**config.mk**
```make
export PLATFORM = sky130hd
export DESIGN_NAME = weight_fetcher
export DESIGN_NICKNAME = d
export VERILOG_FILES = /design/src/rtl/weight_buf_pkg.sv /design/src/rtl/wfetch_fifo.sv /design/src/rtl/weight_fetcher.sv
export SDC_FILE = /design/constraint.sdc
export NUM_CORES = 1
export LEC_CHECK = 0
export CELL_PAD_IN_SITES_DETAIL_PLACEMENT = 2
export CELL_PAD_IN_SITES_GLOBAL_PLACEMENT = 2
export CORE_UTILIZATION = 40
export CTS_BUF_LIST = sky130_fd_sc_hd__clkbuf_16
export CTS_CLUSTER_DIAMETER = 80
export DETAILED_ROUTE_END_ITERATION = 16
export PLACE_DENSITY = 0.87
export SLEW_MARGIN = 20
export SYNTH_ARGS = -nofsm -noshare
export SYNTH_HDL_FRONTEND = slang
export SYNTH_HIERARCHICAL = 1
export SYNTH_SLANG_ARGS = --single-unit
```
**constraint.sdc**
```tcl
create_clock -name clk -period 3.1 [get_ports clk]
set_input_delay 0.31 -clock clk [delete_from_list [all_inputs] [get_ports clk]]
set_output_delay 0.31 -clock clk [all_outputs]
set_load 0.05 [all_outputs]
```
**src/rtl/weight_buf_pkg.sv**
```systemverilog
// Weight-buffer layout shared by the distributer and the fetcher.
// It also holds the fetcher FSM state type.
package weight_buf_pkg;

    localparam int unsigned WBUF_DEPTH  = 2720;
    localparam int unsigned WBUF_DATA_W = 72;

    localparam int unsigned CONV1_BASE = 0;
    localparam int unsigned CONV1_LEN  = 8;
    localparam int unsigned CONV2_BASE = 32;
    localparam int unsigned CONV2_LEN  = 128;
    localparam int unsigned FC_BASE    = 160;
    localparam int unsigned FC_LEN     = 2560;

    typedef enum logic [1:0] {
        IDLE   = 2'd0,
        STREAM = 2'd1,
        DRAIN  = 2'd2
    } wf_state_t;

endpackage

```
**src/rtl/wfetch_fifo.sv**
```systemverilog
// Small synchronous FIFO for the fetcher output: data+last per entry,
// register-array storage, occupancy count exported for credit accounting.
module wfetch_fifo #(
    parameter int unsigned WIDTH = 73,
    parameter int unsigned DEPTH = 4,
    localparam int unsigned CW   = $clog2(DEPTH + 1),
    localparam int unsigned PW   = (DEPTH > 1) ? $clog2(DEPTH) : 1
) (
    input  logic             clk,
    input  logic             resetn,
    input  logic             push,
    input  logic [WIDTH-1:0] din,
    input  logic             pop,
    output logic [WIDTH-1:0] dout,
    output logic [CW-1:0]    count
);

    logic [WIDTH-1:0] mem [DEPTH];
    logic [PW-1:0]    wr_ptr;
    logic [PW-1:0]    rd_ptr;
    logic             pop_ok;

    function automatic logic [PW-1:0] ptr_inc(input logic [PW-1:0] p);
        return (p == PW'(DEPTH - 1)) ? '0 : p + PW'(1);
    endfunction

    assign pop_ok = pop && (count != '0);
    assign dout   = mem[rd_ptr];

    always_ff @(posedge clk or negedge resetn) begin
        if (!resetn) begin
            mem    <= '{default: '0};
            wr_ptr <= '0;
            rd_ptr <= '0;
            count  <= '0;
        end else begin
            if (push) begin
                mem[wr_ptr] <= din;
                wr_ptr      <= ptr_inc(wr_ptr);
            end
            if (pop_ok) begin
                rd_ptr <= ptr_inc(rd_ptr);
            end
            count <= count + CW'(push) - CW'(pop_ok);
        end
    end

    overflow_check: assert property (@(posedge clk) disable iff (!resetn)
        !(push && !pop_ok && (count == CW'(DEPTH))));

endmodule

```
**src/rtl/weight_fetcher.sv**
```systemverilog
// Streams a contiguous run of weight-buffer words to the PE array.
// Reads are credit-limited against the output FIFO so backpressure never drops data.
module weight_fetcher
    import weight_buf_pkg::*;
#(
    parameter int unsigned ADDR_W     = 12,
    parameter int unsigned DATA_W     = WBUF_DATA_W,
    parameter int unsigned DEPTH      = WBUF_DEPTH,
    parameter int unsigned RD_LAT     = 1,
    parameter int unsigned FIFO_DEPTH = 4
) (
    input  logic              clk,
    input  logic              resetn,
    input  logic              wload_done,
    output logic              weights_ready,
    input  logic              cmd_valid,
    output logic              cmd_ready,
    input  logic [ADDR_W-1:0] cmd_base,
    input  logic [ADDR_W-1:0] cmd_len,
    output logic              cmd_err,
    output logic              wbuf_enb,
    output logic [ADDR_W-1:0] wbuf_addrb,
    input  logic [DATA_W-1:0] wbuf_doutb,
    output logic              m_valid,
    input  logic              m_ready,
    output logic [DATA_W-1:0] m_data,
    output logic              m_last,
    output logic              busy,
    output logic              done
);

    localparam int unsigned CW = $clog2(FIFO_DEPTH + 1);

    wf_state_t         state;
    wf_state_t         state_next;
    logic [ADDR_W-1:0] base_q;
    logic [ADDR_W-1:0] len_q;
    logic [ADDR_W-1:0] issued;
    logic              err_q;
    logic              zero_done_q;
    logic [RD_LAT-1:0] vld;
    logic [RD_LAT-1:0] tag;
    logic [CW-1:0]     inflight;
    logic [CW-1:0]     fifo_count;
    logic [DATA_W:0]   fifo_dout;
    logic              accept;
    logic              range_bad;
    logic              issue;
    logic              drain_done;
    logic              credit_ok;

    assign accept    = cmd_valid && cmd_ready;
    assign range_bad = ({1'b0, cmd_base} + {1'b0, cmd_len}) > (ADDR_W + 1)'(DEPTH);
    assign inflight  = CW'($countones(vld));
    assign credit_ok = ({1'b0, fifo_count} + {1'b0, inflight}) < (CW + 1)'(FIFO_DEPTH);

    always_ff @(posedge clk or negedge resetn) begin
        if (!resetn) state <= IDLE;
        else         state <= state_next;
    end

    always_comb begin
        state_next = state;
        unique case (state)
            IDLE:    if (accept && !range_bad && (cmd_len != '0)) state_next = STREAM;
            STREAM:  if (issued == len_q) state_next = DRAIN;
            DRAIN:   if (drain_done) state_next = IDLE;
            default: state_next = IDLE;
        endcase
    end

    always_comb begin
        cmd_ready  = (state == IDLE) && weights_ready;
        busy       = (state != IDLE);
        issue      = (state == STREAM) && credit_ok && (issued < len_q);
        drain_done = (state == DRAIN) && (fifo_count == '0) && (vld == '0);
        wbuf_enb   = issue;
        wbuf_addrb = issue ? base_q + issued : '0;
    end

    always_ff @(posedge clk or negedge resetn) begin
        if (!resetn) begin
            weights_ready <= 1'b0;
            base_q        <= '0;
            len_q         <= '0;
            issued        <= '0;
            err_q         <= 1'b0;
            zero_done_q   <= 1'b0;
        end else begin
            if (wload_done) weights_ready <= 1'b1;
            err_q       <= accept && range_bad;
            zero_done_q <= accept && !range_bad && (cmd_len == '0);
            if (accept) begin
                base_q <= cmd_base;
                len_q  <= cmd_len;
                issued <= '0;
            end else if (issue) begin
                issued <= issued + ADDR_W'(1);
            end
        end
    end

    // The last flag rides alongside each read so the output never recomputes it.
    generate
        if (RD_LAT > 1) begin : g_lat_multi
            always_ff @(posedge clk or negedge resetn) begin
                if (!resetn) begin
                    vld <= '0;
                    tag <= '0;
                end else begin
                    vld <= {vld[RD_LAT-2:0], issue};
                    tag <= {tag[RD_LAT-2:0], issue && (issued == len_q - ADDR_W'(1))};
                end
            end
        end else begin : g_lat_single
            always_ff @(posedge clk or negedge resetn) begin
                if (!resetn) begin
                    vld <= '0;
                    tag <= '0;
                end else begin
                    vld <= issue;
                    tag <= issue && (issued == len_q - ADDR_W'(1));
                end
            end
        end
    endgenerate

    wfetch_fifo #(
        .WIDTH (DATA_W + 1),
        .DEPTH (FIFO_DEPTH)
    ) u_fifo (
        .clk    (clk),
        .resetn (resetn),
        .push   (vld[RD_LAT-1]),
        .din    ({tag[RD_LAT-1], wbuf_doutb}),
        .pop    (m_valid && m_ready),
        .dout   (fifo_dout),
        .count  (fifo_count)
    );

    assign m_valid = (fifo_count != '0);
    assign m_data  = fifo_dout[DATA_W-1:0];
    assign m_last  = m_valid && fifo_dout[DATA_W];
    assign cmd_err = err_q;
    assign done    = zero_done_q || drain_done;

endmodule

```
==> results.cfg <==
[run_status]
status = finished, violations left
violations = setup timing

[routing]
drt_drc_violations_left = 0
routedWlPerCell_um = 28.04
vias = 11020
vias_per_cell = 5.605
dr.pass1.iters = 4
ant_nets = 0
drt_wl_total_um = 55130
drt_iter0_markers = 417

[place]
hpwl_um = 33910
dp_cells = 1876
place.gp.congestion = 0.8247
post-place-ws_ns = -0.06117
io_buffers = 192
dpl_cell_area_mm2 = 0.01935

[worst_setup_path]
r2r_setup_slack_ns = 0.15
r2r_cells = 10
crit_fanout = 2
slowest_delay_ns = 0.40
worstPathCellList = ha_2, fa_2, a21o_1, a21oi_2, o21bai_2, a2111oi_4, buf_4, o31ai_2, xnor2_1, nor2_2, buf_12
startpoint_type = flip-flop
arrival_ns = 3.05
r2r_end = issued[7]
critical_path_class = reg -> out
crit_slowest_cell = fa_2
r2r_start = issued[1]
end_kind = primary output
cp_data_required_time_ns = 2.79

[floorplanning]
ios = 193
dieArea_mm2 = 0.04241
initial_core_util = 0.4065
fp-row-count = 74
fp.dieH_um = 205.9
core_area_mm2 = 0.04092
die_width_um = 205.9

[run]
maxCapViolCount = 0

[global_routing]
grt_overflow = 0
grt_pass1_vias = 13130
grt_max_degree = 74
grt_pass1_wl_um = 83300
antenna_found_initial = 3
grtUsageTotal = 0.2642

[sta]
setup_tns_ns = -1.611
rsz0062_at_grt = yes
max_slew_margin = 0.5385
setup_slack_ns = -0.2567
hold_viol = 0
skew_ns = 0.01768
fin_crit_ns = 3.357
finalSetupViolations = 13
worst_slew_pin_slew_ns = 0.6950
min_period_over_period = 1.083
slew_viol_final = 0
fmax_mhz = 297.9

[yosys]
synth_edf_count = 0
yosys.cell_count.top_type = dfrtp_1
yosysTopAreaCell = dfrtp_1
ys_ff_latch = 342
synthArstFlopShare = 1.000
syn_area_mm2 = 0.01664
synth_top_flop_cell = dfrtp_1
synthTopCellsByCount = dfrtp_1, mux2_2, mux4_2
syn_nets = 1313
synth_seq_area_share = 0.5144
synth_cell_types = 60
ys_warn_count = 6
yosys-top-cells-area = dfrtp_1, mux2_2, mux4_2, ha_1, buf_6
syn_avg_cell_area_um2 = 14.28
yosysTopAreaCellShare = 0.5144
synthCells = 1165

[min_path]
min_path_type = in -> async

[cells_and_area]
fin_nets = 1549
drive_gt1_frac = 0.3743
fin_area_mm2 = 0.02091
instances_no_fill = 1966
nFillCells = 3731
area_delta_synth_final_pct = 25.67
multi_input_area_mm2 = 0.007627
fin_util = 0.5109
regArea_mm2 = 0.008568

[cts]
cts.sinks = 342
cts_tree = done
cts_buffer_depth = 3
cts_root_buf = clkbuf_16
cts_buffers = 41
cts_max_level = 2
clk_pin_slew_worst_paths_ns = 0.06
clkLatencyLatePin_ns = 0.56

[power_and_ir_drop]
p_leak_nw = 8.909
peakVddDrop_mv = 0.7890
p_per_area_mw_per_mm2 = 1374
==> sequential cells by signal, summed over array words and instances, names as in the netlist <==
name           count
zero_done_q        1
weights_ready      1
len_q             12
issued            12
cmd_err            1
base_q            12
u_fifo/mem       292
u_fifo/count       3
u_fifo/wr_ptr      2
state              2
tag                1
u_fifo/rd_ptr      2
vld                1
==> power breakdown <==
| part | total, mW | internal (mW) | switching [mW] |
|---|---|---|---|
| combinational | 15.9 | 7.04 | 8.82 |
| sequential | 8.28 | 6.63 | 1.64 |
| clock | 4.60 | 2.59 | 2.01 |
| total | 28.7 | 16.3 | 12.5 |
==> through the flow <==
step	power, mW	hold slack (ns)
after floorplan	17.97	0.01441
after global placement	22.10	0.3266
after detailed placement	23.20	0.3219
after CTS	28.88	0.3199
after global routing	29.89	0.3586
final	28.74	0.3401
==> how the worst max path moves through the flow <==
stage,startpoint,end,slack [ns],cells after the start
final,base_q[0],wbuf_addrb[10],-0.26,11
after global routing,base_q[0],wbuf_addrb[10],-0.39,11
after CTS,base_q[0],wbuf_addrb[10],-0.28,11
after detailed placement,cmd_base[0],cmd_err,-0.06,10
after global placement,cmd_base[0],cmd_err,0.01,10
after floorplan,issued[1],wbuf_addrb[11],0.04,8
==> repair_timing <==
item | 4_1_cts | 5_1_grt
hold buffers | 1 | 0
setup buffers | 8 | 3
pin swaps | 13 | 5
gates resized for setup | 42 | 2
gates cloned | 2 | 0
setup endpoints to repair | 67 | 13
hold endpoints to repair | 65 | 0
==> cells in the final DEF (no fill, tap or decap), types with 14 or more instances in the layout <==
master           instances
a21oi_1                 22
ha_1                    43
mux2_2                 294
mux4_2                  73
xor2_1                  14
nand2_1                 67
clkdlybuf4s50_1        171
dfrtp_1                338
o21ai_0                 28
inv_1                   34
xnor2_1                 17
clkbuf_16               41
buf_12                  25
buf_4                   41
nor2_1                  30
==> cells by family after synthesis <==
logic type,count (synthesis),share of synthesized area
AOI/OAI and AO/OA,105,0.04076
xor gates and xnor gates,31,0.01632
adders and majority gates,47,0.03670
buffers and inverters,85,0.03625
DFF,342,0.5144
muxes,370,0.2996
and+or+nand+nor,185,0.05595
==> metal layers <==
layer | global-route usage | share of wire | vias up
met3 | 0.04447 | 0.041 | 101
li1 | - | - | 4772
met5 | 0 | 0.00045 | -
met1 | 0.3082 | 0.40 | 5882
met2 | 0.4839 | 0.53 | 261
met4 | 0.09585 | 0.030 | 4
==> critical path: cells and delay by family, from the launching register on <==
kind	cells	cell delay, ns
simple gates	1	0.15
xor+xnor	1	0.14
buf+inv	2	0.32
fa+ha+maj	2	0.62
compound gates	5	0.87
flops	1	0.39
==> final cells by class <==
| type | instances | share of cell area |
|---|---|---|
| clock buffers | 41 | 0.04907 |
| inverters | 29 | 0.005386 |
| well taps | 532 | 0.03184 |
| clock inverters | 33 | 0.01047 |
| multi-input cells | 738 | 0.3648 |
| flip-flops and latches | 342 | 0.4098 |
| diodes | 2 | 0.0002394 |
| repair buffers | 249 | 0.1284 |
(Power assumes the default switching activity.)
